File: src/rtl/jt03_wrq_pkg.sv
// Shared types and constants for the YM2203 write queue.
package jt03_wrq_pkg;

  // Chip-side replay FSM states.
  typedef enum logic [1:0] {
    IDLE   = 2'd0,
    STROBE = 2'd1,
    WAIT   = 2'd2
  } state_t;

  // One queued write: {a0, data}.
  localparam int ENTRY_W = 9;

  // Wait counter width; must hold the longest FM data-port wait (83).
  localparam int WCNT_W = 7;

  // Registers below this address belong to the SSG block and need no wait.
  localparam logic [7:0] SSG_BOUND = 8'h10;

  // True when a data-port write to this register hits the FM block.
  function automatic logic is_fm_reg(input logic [7:0] reg_addr);
    return reg_addr >= SSG_BOUND;
  endfunction

endpackage

File: src/rtl/jt03_wrq_if.sv
// Host-side and chip-side signal bundle of the write queue.
interface jt03_wrq_if;
  logic       host_wr;
  logic       host_a0;
  logic [7:0] host_din;
  logic       ovf_clr;
  logic       full;
  logic       empty;
  logic       idle;
  logic       ovf;
  logic       chip_cs_n;
  logic       chip_wr_n;
  logic       chip_addr;
  logic [7:0] chip_din;

  // Host / test side.
  modport master (
    output host_wr, host_a0, host_din, ovf_clr,
    input  full, empty, idle, ovf, chip_cs_n, chip_wr_n, chip_addr, chip_din
  );

  // Write queue side.
  modport slave (
    input  host_wr, host_a0, host_din, ovf_clr,
    output full, empty, idle, ovf, chip_cs_n, chip_wr_n, chip_addr, chip_din
  );
endinterface

File: src/rtl/jt03_wrq_fifo.sv
// 2^AW-entry FIFO with occupancy count and sticky overflow flag.
// Writes land on clk; the head entry is readable combinationally.
module jt03_wrq_fifo
  import jt03_wrq_pkg::*;
#(
  parameter int AW = 4
) (
  input  logic               rst,
  input  logic               clk,
  input  logic               push,
  input  logic [ENTRY_W-1:0] din,
  input  logic               pop,
  input  logic               ovf_clr,
  output logic [ENTRY_W-1:0] dout,
  output logic               full,
  output logic               empty,
  output logic               ovf
);

  localparam int DEPTH = 1 << AW;
  localparam logic [AW:0] FULL_CNT = DEPTH[AW:0];

  logic [ENTRY_W-1:0] mem_q [DEPTH];
  logic [AW-1:0]      wr_ptr_q, wr_ptr_d;
  logic [AW-1:0]      rd_ptr_q, rd_ptr_d;
  logic [AW:0]        count_q, count_d;
  logic               ovf_q, ovf_d;
  logic               push_ok, pop_ok;

  assign full  = (count_q == FULL_CNT);
  assign empty = (count_q == '0);
  assign ovf   = ovf_q;
  assign dout  = mem_q[rd_ptr_q];

  // Accept/commit decisions, pointer and count updates, overflow tracking.
  always_comb begin
    // NOTE: every output gets a default first so no path leaves it unassigned (no latch).
    wr_ptr_d = wr_ptr_q;
    rd_ptr_d = rd_ptr_q;
    count_d  = count_q;
    ovf_d    = ovf_q;

    pop_ok  = pop && !empty;
    // A full queue still accepts a write when the head leaves in the same clk.
    push_ok = push && (!full || pop_ok);

    if (push_ok) wr_ptr_d = wr_ptr_q + AW'(1);
    if (pop_ok)  rd_ptr_d = rd_ptr_q + AW'(1);

    unique case ({push_ok, pop_ok})
      2'b10:   count_d = count_q + (AW+1)'(1);
      2'b01:   count_d = count_q - (AW+1)'(1);
      default: count_d = count_q;
    endcase

    if (ovf_clr)                        ovf_d = 1'b0;
    else if (push && full && !pop_ok)   ovf_d = 1'b1;
  end

  // Pointer, count and flag registers.
  always_ff @(posedge clk or posedge rst) begin
    if (rst) begin
      // NOTE: sequential state uses non-blocking assignments so all flops update together.
      wr_ptr_q <= '0;
      rd_ptr_q <= '0;
      count_q  <= '0;
      ovf_q    <= 1'b0;
    end else begin
      wr_ptr_q <= wr_ptr_d;
      rd_ptr_q <= rd_ptr_d;
      count_q  <= count_d;
      ovf_q    <= ovf_d;
    end
  end

  // Storage array write port.
  always_ff @(posedge clk) begin
    // NOTE: the array has no reset; the count alone decides which entries are valid.
    if (push_ok) mem_q[wr_ptr_q] <= din;
  end

endmodule

File: src/rtl/jt03_wrq.sv
// Write queue in front of the YM2203: buffers host writes and replays
// them as one-cen cs_n/wr_n strobes followed by the chip busy time.
module jt03_wrq
  import jt03_wrq_pkg::*;
#(
  parameter int AW            = 4,
  parameter int ADDR_WAIT     = 17,
  parameter int DATA_WAIT_FM  = 83,
  parameter int DATA_WAIT_SSG = 0
) (
  input  logic       rst,
  input  logic       clk,
  input  logic       cen,
  jt03_wrq_if.slave  bus
);

  localparam logic [WCNT_W-1:0] ADDR_WAIT_C = WCNT_W'(ADDR_WAIT);
  localparam logic [WCNT_W-1:0] FM_WAIT_C   = WCNT_W'(DATA_WAIT_FM);
  localparam logic [WCNT_W-1:0] SSG_WAIT_C  = WCNT_W'(DATA_WAIT_SSG);

  logic [ENTRY_W-1:0] fifo_dout;
  logic               fifo_full, fifo_empty, fifo_ovf;
  logic               pop;

  state_t             state_q, state_d;
  logic [WCNT_W-1:0]  wcnt_q, wcnt_d;
  logic [WCNT_W-1:0]  wait_val;
  logic [7:0]         reg_q, reg_d;
  logic               cs_n_q, cs_n_d;
  logic               wr_n_q, wr_n_d;
  logic               addr_q, addr_d;
  logic [7:0]         din_q, din_d;

  jt03_wrq_fifo #(.AW(AW)) u_fifo (
    .rst     (rst),
    .clk     (clk),
    .push    (bus.host_wr),
    .din     ({bus.host_a0, bus.host_din}),
    .pop     (pop),
    .ovf_clr (bus.ovf_clr),
    .dout    (fifo_dout),
    .full    (fifo_full),
    .empty   (fifo_empty),
    .ovf     (fifo_ovf)
  );

  assign bus.full      = fifo_full;
  assign bus.empty     = fifo_empty;
  assign bus.ovf       = fifo_ovf;
  assign bus.idle      = fifo_empty && (state_q == IDLE);
  assign bus.chip_cs_n = cs_n_q;
  assign bus.chip_wr_n = wr_n_q;
  assign bus.chip_addr = addr_q;
  assign bus.chip_din  = din_q;

  // Replay FSM: pop and strobe, release and load the busy time, count it down.
  always_comb begin
    state_d  = state_q;
    wcnt_d   = wcnt_q;
    reg_d    = reg_q;
    cs_n_d   = cs_n_q;
    wr_n_d   = wr_n_q;
    addr_d   = addr_q;
    din_d    = din_q;
    pop      = 1'b0;
    wait_val = '0;

    if (cen) begin
      unique case (state_q)
        IDLE: begin
          if (!fifo_empty) begin
            pop             = 1'b1;
            {addr_d, din_d} = fifo_dout;
            cs_n_d          = 1'b0;
            wr_n_d          = 1'b0;
            state_d         = STROBE;
          end
        end
        STROBE: begin
          cs_n_d = 1'b1;
          wr_n_d = 1'b1;
          if (!addr_q) begin
            // Address-port write: remember which register later data goes to.
            wait_val = ADDR_WAIT_C;
            reg_d    = din_q;
          end else begin
            wait_val = is_fm_reg(reg_q) ? FM_WAIT_C : SSG_WAIT_C;
          end
          wcnt_d  = wait_val;
          state_d = (wait_val != '0) ? WAIT : IDLE;
        end
        WAIT: begin
          wcnt_d = wcnt_q - WCNT_W'(1);
          if (wcnt_q == WCNT_W'(1)) state_d = IDLE;
        end
        default: state_d = IDLE;
      endcase
    end
  end

  // FSM, counter, register latch and chip-bus output registers.
  always_ff @(posedge clk or posedge rst) begin
    if (rst) begin
      state_q <= IDLE;
      wcnt_q  <= '0;
      reg_q   <= '0;
      cs_n_q  <= 1'b1;
      wr_n_q  <= 1'b1;
      addr_q  <= 1'b0;
      din_q   <= '0;
    end else begin
      state_q <= state_d;
      wcnt_q  <= wcnt_d;
      reg_q   <= reg_d;
      cs_n_q  <= cs_n_d;
      wr_n_q  <= wr_n_d;
      addr_q  <= addr_d;
      din_q   <= din_d;
    end
  end

endmodule

File: src/flat_wrapper.sv
// flat-port wrapper written by rule: the top's interface ports become plain ports
module jt03_wrq_flat import jt03_wrq_pkg::*;
#(
  parameter int AW            = 4,
  parameter int ADDR_WAIT     = 17,
  parameter int DATA_WAIT_FM  = 83,
  parameter int DATA_WAIT_SSG = 0
)
  (rst, clk, cen, bus_host_wr, bus_host_a0, bus_host_din, bus_ovf_clr, bus_full, bus_empty, bus_idle, bus_ovf, bus_chip_cs_n, bus_chip_wr_n, bus_chip_addr, bus_chip_din);
  jt03_wrq_if bus_i ();
  input  logic rst;
  input  logic clk;
  input  logic cen;
  input wire logic [$bits(bus_i.host_wr)-1:0] bus_host_wr;
  input wire logic [$bits(bus_i.host_a0)-1:0] bus_host_a0;
  input wire logic [$bits(bus_i.host_din)-1:0] bus_host_din;
  input wire logic [$bits(bus_i.ovf_clr)-1:0] bus_ovf_clr;
  output wire logic [$bits(bus_i.full)-1:0] bus_full;
  output wire logic [$bits(bus_i.empty)-1:0] bus_empty;
  output wire logic [$bits(bus_i.idle)-1:0] bus_idle;
  output wire logic [$bits(bus_i.ovf)-1:0] bus_ovf;
  output wire logic [$bits(bus_i.chip_cs_n)-1:0] bus_chip_cs_n;
  output wire logic [$bits(bus_i.chip_wr_n)-1:0] bus_chip_wr_n;
  output wire logic [$bits(bus_i.chip_addr)-1:0] bus_chip_addr;
  output wire logic [$bits(bus_i.chip_din)-1:0] bus_chip_din;
  assign bus_i.host_wr = bus_host_wr;
  assign bus_i.host_a0 = bus_host_a0;
  assign bus_i.host_din = bus_host_din;
  assign bus_i.ovf_clr = bus_ovf_clr;
  assign bus_full = bus_i.full;
  assign bus_empty = bus_i.empty;
  assign bus_idle = bus_i.idle;
  assign bus_ovf = bus_i.ovf;
  assign bus_chip_cs_n = bus_i.chip_cs_n;
  assign bus_chip_wr_n = bus_i.chip_wr_n;
  assign bus_chip_addr = bus_i.chip_addr;
  assign bus_chip_din = bus_i.chip_din;
  jt03_wrq #(.AW(AW), .ADDR_WAIT(ADDR_WAIT), .DATA_WAIT_FM(DATA_WAIT_FM), .DATA_WAIT_SSG(DATA_WAIT_SSG)) u_core (.rst(rst), .clk(clk), .cen(cen), .bus(bus_i));
endmodule
File: config.mk
export PLATFORM = sky130hd
export DESIGN_NAME = jt03_wrq_flat
export DESIGN_NICKNAME = d
export VERILOG_FILES = /design/src/rtl/jt03_wrq_pkg.sv /design/src/rtl/jt03_wrq_if.sv /design/src/rtl/jt03_wrq_fifo.sv /design/src/rtl/jt03_wrq.sv /design/src/flat_wrapper.sv
export SDC_FILE = /design/constraint.sdc
export NUM_CORES = 1
export LEC_CHECK = 0
export ABC_CLOCK_PERIOD_IN_PS = 3200
export BUFFER_PORTS_ARGS = -buffer_cell sky130_fd_sc_hd__clkbuf_2
export CAP_MARGIN = 20
export CORE_AREA = 5 5 177 145
export DETAILED_ROUTE_END_ITERATION = 8
export DIE_AREA = 0 0 182 150
export GPL_ROUTABILITY_DRIVEN = 0
export SETUP_SLACK_MARGIN = 0.1
export SLEW_MARGIN = 0
export SYNTH_ARGS = -nofsm -noshare
export SYNTH_HDL_FRONTEND = slang
export SYNTH_HIERARCHICAL = 1
export SYNTH_SLANG_ARGS = --single-unit
File: constraint.sdc
create_clock -name clk -period 3.2 [get_ports clk]
set_input_delay 0.16 -clock clk [delete_from_list [all_inputs] [get_ports clk]]
set_output_delay 0.16 -clock clk [all_outputs]
set_load 0.02 [all_outputs]
==> results of run 1 <==
-- layer usage --
metal	vias up	GRT usage
met4	0	0.0326
met5	-	0
li1	1747	-
met3	14	0.0321
met1	2046	0.161
met2	77	0.187
-- critical path, cell delays in order, from the launching register on --
cell      delay, ns
dfrtp_2        0.45
or4_4          0.60
nor2_4         0.14
inv_2          0.06
nand3_4        0.07
inv_2          0.09
nand2b_4       0.10
nor2_2         0.08
ha_1           0.33
nor2b_1        0.15
o21a_1         0.17
or2_1          0.24
o31a_1         0.24
o211ai_1       0.15
-- flip-flops by register name, indices dropped and copies added (netlist names) --
name,flops
u_core/u_fifo/mem_q,144
u_core/bus.chip_din,8
u_core/wcnt_q,7
u_core/u_fifo/count_q,5
u_core/reg_q,4
u_core/u_fifo/rd_ptr_q,4
u_core/u_fifo/wr_ptr_q,4
u_core/state_q,2
u_core/bus.chip_addr,1
u_core/bus.chip_wr_n,1
u_core/u_fifo/ovf,1
-- cell usage after synthesis, drive strengths merged, types with 9 or more instances --
| library cell | instances |
|---|---|
| ha | 13 |
| nand2 | 20 |
| buf | 10 |
| mux4 | 45 |
| and2 | 11 |
| inv | 18 |
| xnor2 | 9 |
| edfxtp | 144 |
| dfrtp | 36 |
| mux2 | 14 |
| o21ai | 13 |
| a21oi | 10 |
| nor2 | 11 |
-- area by class of cell --
class	count	area, um2	share of cell area
Clock buffer	18	429	0.0489
Inverter	18	67.6	0.00770
Clock inverter	14	140	0.0160
Sequential cell	181	5260	0.599
Multi-Input combinational cell	203	2250	0.256
Tap cell	318	398	0.0453
Timing Repair Buffer	39	240	0.0274
-- power breakdown --
group / total (mW) / leakage [nW] / switching (mW) / internal [mW]
registers: 3.35 / 1.75 / 0.389 / 2.96
logic: 2.45 / 1.01 / 1.27 / 1.19
clock network: 1.99 / 0.275 / 0.897 / 1.09
-- worst min path at each step --
stage | start | endpoint | cells past startpoint
3_5_place_dp | rst | u_core/u_fifo/count_q[4] | 2
4_1_cts | cen | u_core/bus.chip_wr_n | 3
6_report | cen | u_core/bus.chip_wr_n | 3
3_3_place_gp | rst | u_core/u_fifo/count_q[4] | 2
5_1_grt | cen | u_core/bus.chip_wr_n | 3
2_1_floorplan | rst | u_core/u_fifo/count_q[0] | 1
-- what timing repair did --
item                                    CTS  global route
resized for setup                         0             4
hold buffers                              2             0
hold endpoints to repair                 37             0
endpoints found under the setup margin    0             3
-- kinds of logic (layout without fill, tap and decap cells) --
family          count (synthesis)  count (layout)  synth area share
xor+xnor                        9               9            0.0103
mux                            62              62             0.161
compound gates                 40              40            0.0344
flops                         181             181             0.687
buf+inv                        35              89            0.0237
simple gates                   78              78            0.0591
fa+ha+maj                      14              14            0.0239
-- through the flow --
stage                     utilization  power [mW]
after detailed placement        0.344        5.85
final                           0.369        7.79
after global placement          0.344        5.74
after floorplan                     -        5.12
after CTS                       0.368        7.86
after global routing            0.369        8.23
==> metrics.csv, run 1 <==
metric,value,unit
final_cell_mix,"edfxtp_1 (144), mux4_2 (37), dfrtp_1 (33)",
hold_path.class,in2reg,
synth_seq_cells,181,
synth_edf_count,144,
ys_warn_count,6,
hold_ws,0.124,ns
drive_gt1_frac,0.296,
hold_violations,0,
drt-met1-wl,7.17,mm
placed_cell_area,8180,um2
grt_pass1_wl,24.2,mm
rr_startpoint,u_core/u_fifo/count_q[3],
r2r_end,u_core/u_fifo/count_q[4],
path_class,reg2reg,
yosys-top-cells-area,"edfxtp_1 (57%), dfrtp_1 (12%), mux4_2 (11%)",
diodes,0,
finalSetupViolations,0,
syn_inst,419,
gr-usage-all-layers,0.118,
rsz0062_at_grt,true,
r2r_cells,13,
slew_viol_final,0,
period_share,0.920,
cts_setup_buffers,0,
pre_cts_ws,0.132,ns
cp.arrival,3.29,ns
endpoint,u_core/u_fifo/count_q[4],
cts_root_buf,clkbuf_16,
design_area,8780,um2
p_per_area,888,nW/um2
drt_wl_total,15.4,mm
synth.distinct_cells,54,
finClkSkew,0.0106,ns
relSlewSlack,0.358,
drc,0,
wl_per_cell,19.4,um
rows,51,
wl_met3,632,um
dp_cells,757,
antenna_found_initial,0,
synth_area,7640,um2
setup.worst_path.end_class,register,
syn_nets,447,
viasPerCell,4.91,
synth_top_area_frac,0.566,
synth_flop_cell,edfxtp_1,
grt_max_degree,40,
global_route.overflow_total,0,
insertion_delay,0.42,ns
fp.dieH,150,um
clkTransAtPathRegs,0.07,ns
final_common_cell,edfxtp_1,
cts.sinks,181,
routed.top_layer,met4,
synth_top_area_cell,edfxtp_1,
critPathRequiredTime,3.54,ns
vias,3884,
outcome,"complete, no violations",
critPathMaxFanout,9,
die_w,182,um
h-tree-depth,4,
io_buffers,28,
period_needed,2.94,ns
met2_wirelength,7.44,mm
setup_slack,0.257,ns
firstDrtPassIters,5,
synth-seq-area-share,0.687,
fmax,340,MHz
syn2layout_area_growth,14.9,%
cts_buffer_depth,2,
die_area,27300,um2
grt_pass1_vias,4038,
cts_made_buffers,17,
drt_iter0_markers,345,
postRouteAntennaNets,0,
ios,29,
drv_cap,0,
p_leak,3.03,nW
synth_area_per_cell,18.2,um2
critPathLaunch,u_core/u_fifo/count_q[3],
ff2ff_setup_slack,0.26,ns
core,23800,um2
start_util,0.321,
cp-start-kind,register,
tns,0,ns
dp_hpwl,10.1,mm
tightest_slew,0.959,ns
stdcell_count,791,
fin_nets,488,
num-fill-cells,2165,
peakVddDrop,0.000349,V
tritoncts,yes,
async_reset_ff_frac,0.204,
Power figures use the tool's default switching activity.
==> run 2: changes to the inputs <==
- CELL_PAD_IN_SITES_DETAIL_PLACEMENT: default -> 0
- CELL_PAD_IN_SITES_GLOBAL_PLACEMENT: default -> 2
- PLACE_DENSITY_LB_ADDON: default -> 0.1
==> run 2 against run 1 <==
Net effect:
- register-to-register slack about the same
- clock power rose by 5%
- worst hold slack gained 0.0049 ns
- critical path depth unchanged
- critical endpoint unchanged
==> metrics.csv, run 2 (synthesis results as in run 1) <==
metric,value,unit,change
outcome,"complete, no violations",,
setup_slack,0.269,ns,+0.0125 ns
finClkSkew,0.0136,ns,+0.00300 ns
hold_violations,0,,unchanged
wl_met3,614,um,-2.8%
grt_max_degree,24,,-40%
ff2ff_setup_slack,0.27,ns,about the same
vias,3849,,-0.90%
tightest_slew,0.979,ns,+0.0196 ns
critical-path-top-delay-family,simple AND/OR/NAND/NOR gates,,
p_per_area,898,nW/um2,+1.2%
drt_wl_total,16.9,mm,+9.9%
internal_power,5.32,mW,+1.6%
cts_root_buf,clkbuf_16,,
hold_path.class,in2reg,,
rows,51,,unchanged
worstPathCellList,or4_4 -> nor2_4 -> inv_2 -> nand3_4 -> inv_2 -> nand2b_4 -> nor2_2 -> ha_1 -> nor2b_1 -> o21a_1 -> or2_1 -> o31a_1 -> o211ai_1,,
seq_power_share,0.415,,-0.015
final_core_util,0.374,,+0.00473
period_needed,2.93,ns,-0.0125 ns
critPathMaxFanout,9,,unchanged
drt-met1-wl,8.80,mm,+23%
firstDrtPassIters,4,,-1
ios,29,,unchanged
regMostFlops,u_core/u_fifo/mem_q,,
dp_cells,761,,+0.53%
die_w,182,um,unchanged
clkPwrFrac,0.261,,+0.006
routed.top_layer,met4,,
gr-usage-all-layers,0.130,,+0.0120
insertion_delay,0.43,ns,about the same
cts.sinks,181,,unchanged
core,23800,um2,unchanged
placed_cell_area,8220,um2,+0.52%
p_sw,2.66,mW,+4.2%
global_route.overflow_total,0,,unchanged
r2r_cells,13,,unchanged
crit_top_cell,inv_2,,
design_area,8890,um2,+1.3%
path_class,reg2reg,,
cpMaxStageDelayCell,or4_4,,
syn2layout_area_growth,16.4,%,
p_leak,3.09,nW,+1.9%
wl_per_cell,21.2,um,+8.8%
grt_pass1_vias,3988,,-1.2%
cts_buffer_depth,2,,unchanged
critPathLaunch,u_core/u_fifo/count_q[1],,
pre_cts_ws,0.0911,ns,-0.0408 ns
path_depth,13,,unchanged
finalSetupViolations,0,,unchanged
io_buffers,28,,unchanged
drv_cap,0,,unchanged
rr_startpoint,u_core/u_fifo/count_q[1],,
largest_register_ffs,144,,unchanged
tns,0,ns,unchanged
num-fill-cells,2217,,+2.4%
setup.worst_path.end_class,register,,
tritoncts,yes,,
clkTransAtPathRegs,0.07,ns,about the same
drt_iter0_markers,240,,-30%
rsz0062_at_grt,false,,
h-tree-depth,4,,unchanged
cp-start-kind,register,,
antenna_found_initial,3,,+3
grt_pass1_wl,25.8,mm,+6.4%
die_area,27300,um2,unchanged
critPathBufInv,2,,unchanged
drc,0,,unchanged
slew_viol_final,0,,unchanged
fmax,341,MHz,+0.43%
stdcell_count,799,,+1.0%
postRouteAntennaNets,0,,unchanged
cts_made_buffers,17,,unchanged
fin_nets,496,,+1.6%
diodes,0,,unchanged
final_cell_mix,"edfxtp_1 (144), mux4_2 (37), dfrtp_1 (32)",,
endpoint,u_core/u_fifo/count_q[4],,
p_sw_frac,0.333,,+0.00567
peakVddDrop,0.000317,V,-9.2%
cp.arrival,3.27,ns,-0.02 ns
r2r_end,u_core/u_fifo/count_q[4],,
dp_hpwl,11.3,mm,+12%
drive_gt1_frac,0.310,,+0.0138
critPathRequiredTime,3.54,ns,about the same
final_common_cell,edfxtp_1,,
power_frac_comb,0.324,,+0.009
fp.dieH,150,um,unchanged
critPathMaxStageDelay,0.60,ns,about the same
viasPerCell,4.82,,-1.9%
period_share,0.916,,-0.00390
met2_wirelength,7.38,mm,-0.83%
relSlewSlack,0.345,,-0.0131
start_util,0.321,,unchanged
==> run 2: worst register-to-register path, cell delays in order, from the launching register on <==
cell	delay [ns]
dfrtp_2	0.45
or4_4	0.60
nor2_4	0.14
inv_2	0.06
nand3_4	0.07
inv_2	0.09
nand2b_4	0.10
nor2_2	0.08
ha_1	0.32
nor2b_1	0.14
o21a_1	0.17
or2_1	0.24
o31a_1	0.24
o211ai_1	0.15
==> run 2: worst min path at each step <==
stage                     from                   endpoint  slack (ns)  cells after the start
final                      cen       u_core/bus.chip_wr_n        0.13                      3
after global routing       cen       u_core/bus.chip_wr_n        0.15                      3
after CTS                  cen       u_core/bus.chip_wr_n        0.10                      3
after detailed placement   rst  u_core/u_fifo/rd_ptr_q[2]        0.28                      2
after global placement     rst   u_core/u_fifo/count_q[3]        0.28                      2
after floorplan            rst   u_core/u_fifo/count_q[0]        0.05                      1
==> run 2: power by group through the flow <==
stage / Clock (mW) / Combinational [mW] / Sequential (mW)
2_1_floorplan: 0 / 1.86 / 3.27
3_3_place_gp: 0 / 2.60 / 3.36
3_5_place_dp: 0 / 2.60 / 3.38
4_1_cts: 2.16 / 2.61 / 3.33
5_1_grt: 2.25 / 2.84 / 3.38
6_report: 2.09 / 2.58 / 3.31
==> run 2: area by class of cell <==
type,instances,area (um2),share of cell area
flip-flops and latches,181,5260,0.591
well taps,318,398,0.0447
inverters,18,67.6,0.00760
repair buffers,47,333,0.0374
multi-input cells,203,2250,0.253
clock buffers,18,429,0.0483
clock inverters,14,159,0.0179
==> run 2: through the flow <==
stage,total power [mW],hold WS (ns)
final,7.98,0.129
after global placement,5.96,0.283
after floorplan,5.12,0.0492
after detailed placement,5.98,0.280
after global routing,8.46,0.148
after CTS,8.10,0.104
==> run 2: layer usage <==
| layer | GRT usage | vias up |
|---|---|---|
| met1 | 0.198 | 2033 |
| met4 | 0.0304 | 0 |
| met3 | 0.0316 | 8 |
| met2 | 0.187 | 53 |
| li1 | - | 1755 |
| met5 | 0 | - |
==> run 2: repair_timing <==
action                     4_1_cts  5_1_grt
pin swaps                        0        2
hold buffers                     2        0
setup buffers                    0        3
gates resized for setup          2        3
setup endpoints to repair        1       10
hold endpoints to repair        32        0
